===== src/rtl/ofs_fim_pcie_pkg.sv =====
// Shared types and helpers for the PCIe HIP control-shadow tracker.
package ofs_fim_pcie_pkg;

    localparam int CFG_W            = 7;
    localparam int CFG_ATS_EN_BIT   = 6;
    localparam int CFG_TPH_EN_BIT   = 5;
    localparam int CFG_TPH_ST_LSB   = 3;
    localparam int CFG_MSIX_EN_BIT  = 2;
    localparam int CFG_MSIX_MSK_BIT = 1;
    localparam int CFG_BME_BIT      = 0;

    typedef struct packed {
        logic       ats_en;
        logic       tph_en;
        logic [1:0] tph_st;
        logic       msix_en;
        logic       msix_mask;
        logic       bme;
    } t_ctl_shdw_cfg;

    typedef enum logic [1:0] {
        SCAN_ST_REQ  = 2'd0,
        SCAN_ST_SCAN = 2'd1,
        SCAN_ST_DONE = 2'd2
    } t_scan_state;

    function automatic logic [CFG_W-1:0] cfg_to_bits(input t_ctl_shdw_cfg c);
        logic [CFG_W-1:0] b;
        b                                = '0;
        b[CFG_ATS_EN_BIT]                = c.ats_en;
        b[CFG_TPH_EN_BIT]                = c.tph_en;
        b[CFG_TPH_ST_LSB +: 2]           = c.tph_st;
        b[CFG_MSIX_EN_BIT]               = c.msix_en;
        b[CFG_MSIX_MSK_BIT]              = c.msix_mask;
        b[CFG_BME_BIT]                   = c.bme;
        return b;
    endfunction

    // VFs all hang off PF0, so any VF update naming another PF is bogus.
    function automatic logic shdw_oob(input logic [1:0]  pf,
                                      input logic [10:0] vf,
                                      input logic        act,
                                      input int          num_pf,
                                      input int          num_vf);
        return (int'(pf) >= num_pf) ||
               (act && ((pf != 2'd0) || (int'(vf) >= num_vf)));
    endfunction

endpackage


===== src/rtl/pcie_ctl_shdw_tracker_if.sv =====
// HIP control-shadow update bus plus the request-all handshake back to the HIP.
interface pcie_ctl_shdw_tracker_if;
    import ofs_fim_pcie_pkg::*;

    logic          ctl_shdw_update;
    logic [1:0]    ctl_shdw_pf_num;
    logic [10:0]   ctl_shdw_vf_num;
    logic          ctl_shdw_vf_active;
    t_ctl_shdw_cfg ctl_shdw_cfg;
    logic          ctl_shdw_req_all;

    modport master (
        output ctl_shdw_update, ctl_shdw_pf_num, ctl_shdw_vf_num,
               ctl_shdw_vf_active, ctl_shdw_cfg,
        input  ctl_shdw_req_all
    );

    modport slave (
        input  ctl_shdw_update, ctl_shdw_pf_num, ctl_shdw_vf_num,
               ctl_shdw_vf_active, ctl_shdw_cfg,
        output ctl_shdw_req_all
    );

endinterface


===== src/rtl/pcie_ctl_shdw_scan_fsm.sv =====
// Request-all scan sequencer: REQ -> SCAN -> DONE with idle timeout and update count.
// Latency: transition taken at edge N shows on req_all/scan_done after edge N+1.
// No backpressure: samples an update strobe every cycle.
module pcie_ctl_shdw_scan_fsm
    import ofs_fim_pcie_pkg::*;
#(
    parameter int NUM_FN       = 6,
    parameter int IDLE_TIMEOUT = 1024
) (
    input  logic avl_clk,
    input  logic avl_rst_n,
    input  logic upd_any,
    input  logic upd_inrange,
    input  logic rescan_req,
    output logic req_all,
    output logic scan_done
);

    localparam int IDLE_W = $clog2(IDLE_TIMEOUT + 1);
    localparam int CNT_W  = $clog2(NUM_FN + 1);
    localparam logic [IDLE_W-1:0] IDLE_LAST = IDLE_W'(IDLE_TIMEOUT - 1);
    localparam logic [CNT_W-1:0]  CNT_FULL  = CNT_W'(NUM_FN);

    t_scan_state       state_q, state_d;
    logic [IDLE_W-1:0] idle_q, idle_d;
    logic [CNT_W-1:0]  cnt_q, cnt_d;
    logic              idle_expire;

    always_comb begin
        state_d     = state_q;
        idle_d      = idle_q + IDLE_W'(1);
        cnt_d       = cnt_q;
        idle_expire = (idle_q == IDLE_LAST);
        unique case (state_q)
            SCAN_ST_REQ: begin
                // An update beats a coincident timeout.
                if (upd_any) begin
                    state_d = SCAN_ST_SCAN;
                    idle_d  = '0;
                    cnt_d   = CNT_W'(upd_inrange);
                end else if (idle_expire) begin
                    state_d = SCAN_ST_DONE;
                    idle_d  = '0;
                end
            end
            SCAN_ST_SCAN: begin
                if (upd_any) begin
                    idle_d = '0;
                    if (upd_inrange) begin
                        cnt_d = cnt_q + CNT_W'(1);
                        if (cnt_d == CNT_FULL) state_d = SCAN_ST_DONE;
                    end
                end else if (idle_expire) begin
                    state_d = SCAN_ST_DONE;
                    idle_d  = '0;
                end
            end
            SCAN_ST_DONE: begin
                idle_d = '0;
                if (rescan_req) begin
                    state_d = SCAN_ST_REQ;
                    cnt_d   = '0;
                end
            end
            default: begin
                state_d = SCAN_ST_REQ;
                idle_d  = '0;
                cnt_d   = '0;
            end
        endcase
    end

    always_ff @(posedge avl_clk) begin
        if (!avl_rst_n) begin
            state_q   <= SCAN_ST_REQ;
            idle_q    <= '0;
            cnt_q     <= '0;
            req_all   <= 1'b0;
            scan_done <= 1'b0;
        end else begin
            state_q   <= state_d;
            idle_q    <= idle_d;
            cnt_q     <= cnt_d;
            req_all   <= (state_q == SCAN_ST_REQ);
            scan_done <= (state_q == SCAN_ST_DONE);
        end
    end

endmodule


===== src/rtl/pcie_ctl_shdw_tracker.sv =====
// Captures HIP control-shadow updates into per-PF/VF state and emits change events.
// Latency: update sampled at edge N appears on cfg/vector/chg/oob outputs after edge N+1.
// No backpressure: one update per cycle accepted indefinitely; outputs are pulses/levels.
module pcie_ctl_shdw_tracker
    import ofs_fim_pcie_pkg::*;
#(
    parameter int NUM_PF       = 2,
    parameter int NUM_VF       = 4,
    parameter int IDLE_TIMEOUT = 1024
) (
    input  logic                     avl_clk,
    input  logic                     avl_rst_n,
    pcie_ctl_shdw_tracker_if.slave   shdw,
    input  logic                     rescan_req,
    output logic [NUM_PF*CFG_W-1:0]  pf_cfg,
    output logic [NUM_VF-1:0]        vf_msix_en,
    output logic [NUM_VF-1:0]        vf_msix_mask,
    output logic [NUM_VF-1:0]        vf_bus_master_en,
    output logic                     chg_valid,
    output logic                     chg_vf_active,
    output logic [1:0]               chg_pf_num,
    output logic [10:0]              chg_vf_num,
    output logic [CFG_W-1:0]         chg_cfg,
    output logic                     scan_done,
    output logic [7:0]               oob_cnt
);

    t_ctl_shdw_cfg pf_cfg_q [NUM_PF];
    t_ctl_shdw_cfg vf_cfg_q [NUM_VF];

    logic          upd_q;
    logic [1:0]    upd_pf_q;
    logic [10:0]   upd_vf_q;
    logic          upd_act_q;
    t_ctl_shdw_cfg upd_cfg_q;

    logic          raw_inrange;
    logic          upd_oob_q;
    logic          upd_store;
    logic          cfg_differs;
    t_ctl_shdw_cfg old_cfg;

    // The scan FSM reacts to the raw strobe so its outputs line up with the
    // stored data, which goes through one input register first.
    assign raw_inrange = shdw.ctl_shdw_update &&
                         !shdw_oob(shdw.ctl_shdw_pf_num, shdw.ctl_shdw_vf_num,
                                   shdw.ctl_shdw_vf_active, NUM_PF, NUM_VF);

    pcie_ctl_shdw_scan_fsm #(
        .NUM_FN       (NUM_PF + NUM_VF),
        .IDLE_TIMEOUT (IDLE_TIMEOUT)
    ) u_scan_fsm (
        .avl_clk     (avl_clk),
        .avl_rst_n   (avl_rst_n),
        .upd_any     (shdw.ctl_shdw_update),
        .upd_inrange (raw_inrange),
        .rescan_req  (rescan_req),
        .req_all     (shdw.ctl_shdw_req_all),
        .scan_done   (scan_done)
    );

    always_comb begin
        upd_oob_q = shdw_oob(upd_pf_q, upd_vf_q, upd_act_q, NUM_PF, NUM_VF);
        upd_store = upd_q && !upd_oob_q;
        old_cfg   = '0;
        for (int i = 0; i < NUM_PF; i++) begin
            if (!upd_act_q && int'(upd_pf_q) == i) old_cfg = pf_cfg_q[i];
        end
        for (int j = 0; j < NUM_VF; j++) begin
            if (upd_act_q && int'(upd_vf_q) == j) old_cfg = vf_cfg_q[j];
        end
        cfg_differs = (old_cfg != upd_cfg_q);
    end

    always_ff @(posedge avl_clk) begin
        if (!avl_rst_n) begin
            upd_q         <= 1'b0;
            upd_pf_q      <= '0;
            upd_vf_q      <= '0;
            upd_act_q     <= 1'b0;
            upd_cfg_q     <= '0;
            chg_valid     <= 1'b0;
            chg_vf_active <= 1'b0;
            chg_pf_num    <= '0;
            chg_vf_num    <= '0;
            chg_cfg       <= '0;
            oob_cnt       <= '0;
            for (int i = 0; i < NUM_PF; i++) pf_cfg_q[i] <= '0;
            for (int j = 0; j < NUM_VF; j++) vf_cfg_q[j] <= '0;
        end else begin
            upd_q     <= shdw.ctl_shdw_update;
            upd_pf_q  <= shdw.ctl_shdw_pf_num;
            upd_vf_q  <= shdw.ctl_shdw_vf_num;
            upd_act_q <= shdw.ctl_shdw_vf_active;
            upd_cfg_q <= shdw.ctl_shdw_cfg;

            chg_valid <= upd_store && cfg_differs;
            if (upd_store && cfg_differs) begin
                chg_vf_active <= upd_act_q;
                chg_pf_num    <= upd_pf_q;
                chg_vf_num    <= upd_vf_q;
                chg_cfg       <= cfg_to_bits(upd_cfg_q);
            end

            if (upd_q && upd_oob_q && oob_cnt != 8'hFF) oob_cnt <= oob_cnt + 8'd1;

            for (int i = 0; i < NUM_PF; i++) begin
                if (upd_store && !upd_act_q && int'(upd_pf_q) == i) pf_cfg_q[i] <= upd_cfg_q;
            end
            for (int j = 0; j < NUM_VF; j++) begin
                if (upd_store && upd_act_q && int'(upd_vf_q) == j) vf_cfg_q[j] <= upd_cfg_q;
            end
        end
    end

    for (genvar i = 0; i < NUM_PF; i++) begin : g_pf_out
        assign pf_cfg[CFG_W*i +: CFG_W] = cfg_to_bits(pf_cfg_q[i]);
    end

    for (genvar j = 0; j < NUM_VF; j++) begin : g_vf_out
        assign vf_msix_en[j]       = vf_cfg_q[j].msix_en;
        assign vf_msix_mask[j]     = vf_cfg_q[j].msix_mask;
        assign vf_bus_master_en[j] = vf_cfg_q[j].bme;
    end

endmodule

===== src/flat_wrapper.sv =====
// flat-port wrapper written by rule: the top's interface ports become plain ports
module pcie_ctl_shdw_tracker_flat import ofs_fim_pcie_pkg::*;
#(
    parameter int NUM_PF       = 2,
    parameter int NUM_VF       = 4,
    parameter int IDLE_TIMEOUT = 1024
)
  (avl_clk, avl_rst_n, rescan_req, pf_cfg, vf_msix_en, vf_msix_mask, vf_bus_master_en, chg_valid, chg_vf_active, chg_pf_num, chg_vf_num, chg_cfg, scan_done, oob_cnt, shdw_ctl_shdw_update, shdw_ctl_shdw_pf_num, shdw_ctl_shdw_vf_num, shdw_ctl_shdw_vf_active, shdw_ctl_shdw_cfg, shdw_ctl_shdw_req_all);
  pcie_ctl_shdw_tracker_if shdw_i ();
  input  logic avl_clk;
  input  logic avl_rst_n;
  input  logic rescan_req;
  output logic [NUM_PF*CFG_W-1:0] pf_cfg;
  output logic [NUM_VF-1:0] vf_msix_en;
  output logic [NUM_VF-1:0] vf_msix_mask;
  output logic [NUM_VF-1:0] vf_bus_master_en;
  output logic chg_valid;
  output logic chg_vf_active;
  output logic [1:0] chg_pf_num;
  output logic [10:0] chg_vf_num;
  output logic [CFG_W-1:0] chg_cfg;
  output logic scan_done;
  output logic [7:0] oob_cnt;
  input wire logic [$bits(shdw_i.ctl_shdw_update)-1:0] shdw_ctl_shdw_update;
  input wire logic [$bits(shdw_i.ctl_shdw_pf_num)-1:0] shdw_ctl_shdw_pf_num;
  input wire logic [$bits(shdw_i.ctl_shdw_vf_num)-1:0] shdw_ctl_shdw_vf_num;
  input wire logic [$bits(shdw_i.ctl_shdw_vf_active)-1:0] shdw_ctl_shdw_vf_active;
  input wire logic [$bits(shdw_i.ctl_shdw_cfg)-1:0] shdw_ctl_shdw_cfg;
  output wire logic [$bits(shdw_i.ctl_shdw_req_all)-1:0] shdw_ctl_shdw_req_all;
  assign shdw_i.ctl_shdw_update = shdw_ctl_shdw_update;
  assign shdw_i.ctl_shdw_pf_num = shdw_ctl_shdw_pf_num;
  assign shdw_i.ctl_shdw_vf_num = shdw_ctl_shdw_vf_num;
  assign shdw_i.ctl_shdw_vf_active = shdw_ctl_shdw_vf_active;
  assign shdw_i.ctl_shdw_cfg = shdw_ctl_shdw_cfg;
  assign shdw_ctl_shdw_req_all = shdw_i.ctl_shdw_req_all;
  pcie_ctl_shdw_tracker #(.NUM_PF(NUM_PF), .NUM_VF(NUM_VF), .IDLE_TIMEOUT(IDLE_TIMEOUT)) u_core (.avl_clk(avl_clk), .avl_rst_n(avl_rst_n), .shdw(shdw_i), .rescan_req(rescan_req), .pf_cfg(pf_cfg), .vf_msix_en(vf_msix_en), .vf_msix_mask(vf_msix_mask), .vf_bus_master_en(vf_bus_master_en), .chg_valid(chg_valid), .chg_vf_active(chg_vf_active), .chg_pf_num(chg_pf_num), .chg_vf_num(chg_vf_num), .chg_cfg(chg_cfg), .scan_done(scan_done), .oob_cnt(oob_cnt));
endmodule

===== config.mk =====
export PLATFORM = sky130hd
export DESIGN_NAME = pcie_ctl_shdw_tracker_flat
export DESIGN_NICKNAME = d
export VERILOG_FILES = /design/src/rtl/ofs_fim_pcie_pkg.sv /design/src/rtl/pcie_ctl_shdw_tracker_if.sv /design/src/rtl/pcie_ctl_shdw_scan_fsm.sv /design/src/rtl/pcie_ctl_shdw_tracker.sv /design/src/flat_wrapper.sv
export SDC_FILE = /design/constraint.sdc
export NUM_CORES = 1
export LEC_CHECK = 0
export ABC_AREA = 1
export CAP_MARGIN = 10
export CORE_AREA = 5 5 136 138
export CTS_CLUSTER_SIZE = 30
export DETAILED_ROUTE_END_ITERATION = 10
export DIE_AREA = 0 0 141 143
export GPL_TIMING_DRIVEN = 0
export PLACE_DENSITY = 0.47
export SLEW_MARGIN = 20
export SYNTH_ARGS = -nofsm -noshare
export SYNTH_HDL_FRONTEND = slang
export SYNTH_SLANG_ARGS = --single-unit

===== constraint.sdc =====
create_clock -name avl_clk -period 3.1 [get_ports avl_clk]
set_input_delay 0.465 -clock avl_clk [delete_from_list [all_inputs] [get_ports avl_clk]]
set_output_delay 0.465 -clock avl_clk [all_outputs]
set_load 0.05 [all_outputs]

==> flow_summary_export.csv, run 1 <==
group,metric,value,unit
grt,grt_pass1_vias,4170,
timing,skew,0.01573,ns
timing,slew_headroom,0.3333,
route,drt-initial-drc-count,247,
clock_network,cts_buffers,9,
pwr,p_leak,2.691,nW
timing,worst_slack,0.4603,ns
worst_hold_path,hold_class,"flop to flop",
floorplan,start_util,0.2961,
timing,post-route-min-period,2.640,ns
logic_synthesis,synth_nets,658,
logic_synthesis,synth-seq-cells,112,
logic_synthesis,synth_warnings,0,
grt,grt_overflow,0,
pwr,p_per_area,516.9,nW/µm²
clock_network,cts_root_buf,"clkbuf_16",
logic_synthesis,synth_top_area_frac,0.2774,
grt,grt_max_degree,20,
setup_path,critPathLaunch,"u_core.upd_vf_q[6]",
clock_network,cts_tree,"done",
grt,antenna_found_initial,0,
floorplan,die_area,20160,µm²
setup_path,r2r-end,"u_core.vf_cfg_q[3][0]",
logic_synthesis,syn_inst,629,
setup_path,rrSetupSlack,0.46,ns
logic_synthesis,synth.avg_cell_area,8.030,µm²
setup_path,crit_path_end_kind,"flop",
logic_synthesis,synth_edf_count,42,
logic_synthesis,synth_top_area_cell,"dfxtp_1",
logic_synthesis,syn_area,5051,µm²
clock_network,cts_hold_buf,0,
route,vias_per_cell,4.455,
timing,finalSetupTns,0,ns
floorplan,core-area,17060,µm²
setup_path,worstPathMaxFanout,10,
setup_path,crit_type,"flop to flop",
timing,tightestPinTransition,0.9896,ns
logic_synthesis,synthTopCellsByCount,"nand2_1, nor2_1, inv_1",
placement,preCtsSetupSlack,0.08134,ns
placement,dp_hpwl,10270,µm
status,outcome,"finished clean",
grt,grt_pass1_wl,21310,µm
clock_network,ctsHtreeMaxLevel,3,
timing,fin_crit_sh,0.8515,
timing,finalMaxSlewViolations,0,
logic_synthesis,synth.yosys.seq_area_share,0.5271,
finish,postLayoutCoreUtil,0.3765,
clock_network,clk_pin_slew,0.07,ns
finish,drive_gt1_frac,0.08264,
timing,rsz0062_at_grt,"false",
floorplan,die_height,143,µm
setup_path,rr_worst_depth,11,
floorplan,fp.dieW,141,µm
finish,diodes,0,
clock_network,clkLatencyLatePin,0.36,ns
setup_path,endpoint,"u_core.vf_cfg_q[3][0]",
setup_path,arrival,2.67,ns
floorplan,ios,83,
placement,place_congestion,0.7956,
pwr,irDropWorstVdd,0.2766,mV
clock_network,clock_path_buffers,2,
route,drc,0,
route,drtAntennaViolNets,0,
clock_network,post_cts_buffers,0,
placement,port_buffers,81,
route,routed_wl,13090,µm
finish,nets,750,
logic_synthesis,yosysUniqueCellTypes,34,
setup_path,cp_data_required_time,3.13,ns
route,drt-wirelength-per-cell,13.77,µm
setup_path,crit_path_start_kind,"flop",
logic_synthesis,synth_async_sr_flop_share,0,
logic_synthesis,yosysMostFrequentCell,"nand2_1",
grt,grt_usage,0.1344,
setup_path,r2r-start,"u_core.upd_vf_q[6]",
run,maxCapViolations,0,
pwr,p_total,3.320,mW
finish,syn2layout_area_growth,27.15,%
timing,setup_violations,0,
floorplan,rows,48,
logic_synthesis,synthTopCellsByArea,"dfxtp_1, edfxtp_1, nand2_1",
route,dr.pass1.iters,4,
clock_network,clock_sinks,112,
clock_network,cts_resized,0,
timing,hold_viol,0,
timing,max_freq,0.3788,GHz
route,via_count,4237,
logic_synthesis,synth-main-ff-cell,"dfxtp_1",
-- report_power, final --
group / switching [mW] / internal, mW / total, mW
clock network: 0.566 / 0.555 / 1.12
registers: 0.0421 / 1.60 / 1.64
logic: 0.368 / 0.188 / 0.556
-- per-stage QoR --
step	hold WS, ns	instances	area, µm²
6_report	0.4451	951	6422
3_3_place_gp	0.4303	935	6143
2_1_floorplan	0.4175	629	5051
4_1_cts	0.4533	951	6422
3_5_place_dp	0.4359	935	6143
5_1_grt	0.4814	951	6422
-- state kept, by name (all words and copies together), names as in the netlist --
register / count
u_core.u_scan_fsm.state_q: 2
u_core.chg_vf_num: 11
u_core.chg_pf_num: 2
u_core.upd_act_q: 1
u_core.u_scan_fsm.scan_done: 1
u_core.u_scan_fsm.cnt_q: 3
u_core.u_scan_fsm.idle_q: 11
u_core.vf_cfg_q: 28
u_core.chg_vf_active: 1
u_core.oob_cnt: 8
u_core.pf_cfg_q: 14
u_core.chg_valid: 1
u_core.upd_pf_q: 2
u_core.u_scan_fsm.req_all: 1
u_core.upd_q: 1
u_core.upd_vf_q: 11
u_core.chg_cfg: 7
u_core.upd_cfg_q: 7
-- layout by cell type (no fill, tap or decap), types with 5 or more instances in the layout --
cell type,count
nor2_4,5
buf_4,13
edfxtp_1,42
inv_1,94
clkdlybuf4s50_1,81
nor2_1,101
dfxtp_1,70
nand2_1,121
nor2_2,5
clkbuf_16,9
buf_2,6
nand2_2,7
o21ai_1,5
nand3_1,46
a21oi_1,36
clkbuf_1,8
nand4_1,9
o2111ai_1,6
o21ai_0,16
-- worst max-delay path, cell delays in order (launching register included) --
cell     delay (ns)
dfxtp_1        0.31
nor2_1         0.12
nand2_2        0.16
nor2_4         0.28
nand3_1        0.10
nand2_1        0.12
inv_1          0.05
nor2_1         0.15
buf_2          0.26
buf_1          0.39
nand2_1        0.10
nand2_1        0.27
-- cells by family (layout without fill, tap and decap cells) --
logic type	count (synthesis)	after routing	synth area share
buf+inv	131	228	0.1130
flops	112	112	0.5271
simple gates	310	310	0.2690
xor+xnor	4	4	0.006937
fa+ha+maj	4	4	0.009909
compound gates	68	68	0.07407
-- worst min-delay path by stage --
stage | start | to | slack [ns] | cells after the start
2_1_floorplan | u_core.u_scan_fsm.idle_q[0] | u_core.u_scan_fsm.idle_q[0] | 0.42 | 1
3_3_place_gp | u_core.u_scan_fsm.idle_q[0] | u_core.u_scan_fsm.idle_q[0] | 0.43 | 1
3_5_place_dp | u_core.chg_pf_num[1] | u_core.chg_pf_num[1] | 0.44 | 2
4_1_cts | u_core.chg_pf_num[1] | u_core.chg_pf_num[1] | 0.45 | 2
5_1_grt | u_core.chg_pf_num[1] | u_core.chg_pf_num[1] | 0.48 | 2
6_report | u_core.chg_pf_num[1] | u_core.chg_pf_num[1] | 0.45 | 2
-- layout make-up --
type | count | area (µm²)
Buffer | 32 | 198.9
Clock inverter | 7 | 53.80
Fill cell | 1828 | 10630
Tap cell | 225 | 281.5
Inverter | 99 | 371.6
Sequential cell | 112 | 2663
Clock buffer | 9 | 225.2
Multi-Input combinational cell | 386 | 1818
Timing Repair Buffer | 81 | 810.8
-- per-layer routing --
layer / up-vias / wire length (µm) / global-route usage
li1: 2178 / - / -
met5: - / 0 / 0
met3: 13 / 514 / 0.02981
met2: 71 / 6344 / 0.2298
met4: 0 / 161 / 0.03825
met1: 1975 / 6071 / 0.1717
No activity file was read; power rests on OpenSTA's default activity.
==> run 2, diff against run 1 <==
--- a/config.mk
+++ b/config.mk
@@ -13,6 +13,7 @@
 export DIE_AREA = 0 0 141 143
 export GPL_TIMING_DRIVEN = 0
 export PLACE_DENSITY = 0.47
+export RECOVER_POWER = 50
 export SLEW_MARGIN = 20
 export SYNTH_ARGS = -nofsm -noshare
 export SYNTH_HDL_FRONTEND = slang
==> run 2 against run 1 <==
Compared with the run above: clock-buffer cell count unchanged; clock power about the same; hold slack worse by 0.0034 ns; sequential share of layout area about the same; critical path depth down 1; design area about the same; largest cell class unchanged.
==> flow_summary_export.csv, run 2 (synthesis results as in run 1) <==
group,metric,value,unit
status,outcome,"finished clean",
floorplan,ios,83,
pwr,irDropWorstVdd,0.2740,mV
floorplan,start_util,0.2961,
route,dr.pass1.iters,4,
finish,syn2layout_area_growth,27.10,%
placement,dp_cells,935,
setup_path,crit_path_end_kind,"flop",
floorplan,core-area,17060,µm²
pwr,p_leak,2.797,nW
clock_network,cts_tree,"done",
setup_path,cp_data_required_time,3.08,ns
clock_network,clock_sinks,112,
clock_network,cts_root_buf,"clkbuf_16",
grt,grtUsageMet1,0.1717,
timing,rsz0062_at_grt,"false",
setup_path,rrSetupSlack,0.38,ns
worst_hold_path,hold_depth,2,
pwr,p_per_area,513.9,nW/µm²
finish,largest_register,"u_core.vf_cfg_q",
route,drc,0,
grt,grt_pass1_vias,4170,
timing,max_freq,0.3676,GHz
floorplan,die_area,20160,µm²
route,drtAntennaViolNets,0,
setup_path,rr_worst_depth,10,
grt,grt_overflow,0,
finish,drive_gt1_frac,0.08127,
grt,use_met2,0.2298,
timing,post-route-min-period,2.720,ns
placement,place_congestion,0.7956,
clock_network,clkLatencyLatePin,0.36,ns
clock_network,ctsHtreeMaxLevel,3,
grt,met3_usage,0.02981,
setup_path,crit_type,"flop to flop",
setup_path,r2r-end,"u_core.vf_cfg_q[2][3]",
worst_hold_path,hold_end,"u_core.chg_pf_num[1]",
timing,setup_violations,0,
grt,grt_max_degree,20,
grt,grt_usage,0.1344,
finish,layout_commonest_cell,"nand2_1",
clock_network,clk_pin_slew,0.07,ns
placement,dp_hpwl,10270,µm
timing,hold_viol,0,
grt,grt_pass1_wl,21310,µm
finish,final_cell_mix,"nand2_1, nor2_1, inv_1, dfxtp_1, dlygate4sd3_1",
placement,preCtsSetupSlack,0.08134,ns
clock_network,cts_resized,0,
finish,largestRegisters,"u_core.vf_cfg_q: 28 flops, u_core.pf_cfg_q: 14 flops",
grt,antenna_found_initial,0,
setup_path,worstPathMaxFanout,10,
route,drt-wirelength-per-cell,13.73,µm
floorplan,die_height,143,µm
timing,fin_crit_sh,0.8775,
clock_network,clock_path_buffers,2,
floorplan,rows,48,
route,drt-initial-drc-count,239,
run,maxCapViolations,0,
setup_path,r2r-start,"u_core.upd_vf_q[6]",
timing,worst_slack,0.3796,ns
grt,grt_busiest_layer,"met2",
worst_hold_path,hold_class,"flop to flop",
worst_hold_path,hp-start,"u_core.chg_pf_num[1]",
setup_path,arrival,2.70,ns
timing,skew,0.01599,ns
clock_network,cts_hold_buf,0,
clock_network,cts_buffers,9,
route,routed_wl,13060,µm
timing,tightestPinTransition,0.9896,ns
route,via_count,4232,
placement,port_buffers,81,
setup_path,crit_path_start_kind,"flop",
finish,fin_cells,951,
timing,finalSetupTns,0,ns
timing,finalMaxSlewViolations,0,
route,vias_per_cell,4.450,
finish,diodes,0,
clock_network,post_cts_buffers,0,
finish,largest_reg_flops,28,
floorplan,fp.dieW,141,µm
finish,nets,750,
timing,slew_headroom,0.3333,
[run 2: cell count changes in the layout (fill, tap and decap cells not counted), sizes merged]
cell,delta
clkdlybuf4s50,-59
dlygate4sd3,+59
[run 2: worst max-delay path, stage by stage (launching register included)]
cell and delay (ns):
dfxtp_1 0.31, nor2_1 0.10, nand2_1 0.24, nor2_4 0.32, nand3_1 0.10, nand2_1 0.12, inv_1 0.05, nor2_1 0.14
buf_2 0.26, inv_1 0.12, o21ai_1 0.59
[run 2: per-layer routing]
layer / wire length (µm) / vias to the layer above
met1: 6042 / 1969
met4: 158 / 0
met5: 0 / -
li1: - / 2178
met2: 6338 / 72
met3: 521 / 13
[run 2: cell type report]
class / count / area, µm²
repair buffers: 81 / 810.8
fillers: 1829 / 10640
plain buffers: 32 / 198.9
clock buffers: 9 / 225.2
flip-flops and latches: 112 / 2663
well taps: 225 / 281.5
multi-input cells: 386 / 1815
clock inverters: 7 / 53.80
inverters: 99 / 371.6
[run 2: where the power goes]
group	leakage [nW]	internal [mW]	switching, mW	total [mW]
sequential	0.975	1.60	0.0404	1.64
combinational	1.69	0.172	0.367	0.540
clock	0.136	0.555	0.564	1.12
total	2.80	2.33	0.971	3.30
[run 2: worst max-delay path by stage]
stage                             from                     to  slack [ns]  depth (start not counted)
floorplan           u_core.upd_vf_q[6]  u_core.pf_cfg_q[0][0]        0.86                         10
global placement    u_core.upd_vf_q[6]  u_core.pf_cfg_q[0][4]        0.11                         10
detailed placement  u_core.upd_vf_q[6]  u_core.vf_cfg_q[2][1]        0.08                         10
CTS                 u_core.upd_vf_q[6]  u_core.vf_cfg_q[2][3]        0.06                         10
global route        u_core.upd_vf_q[4]  u_core.vf_cfg_q[2][3]        0.11                         10
finish              u_core.upd_vf_q[6]  u_core.vf_cfg_q[2][3]        0.38                         10
[run 2: stage by stage]
stage	hold WS [ns]	power, mW	area, µm²	utilization
5_1_grt	0.4789	3.447	6420	0.3764
6_report	0.4417	3.299	6420	0.3764
2_1_floorplan	0.4175	2.040	5051	-
4_1_cts	0.4533	3.354	6422	0.3765
3_3_place_gp	0.4303	2.236	6143	0.3602
3_5_place_dp	0.4359	2.241	6143	0.3602
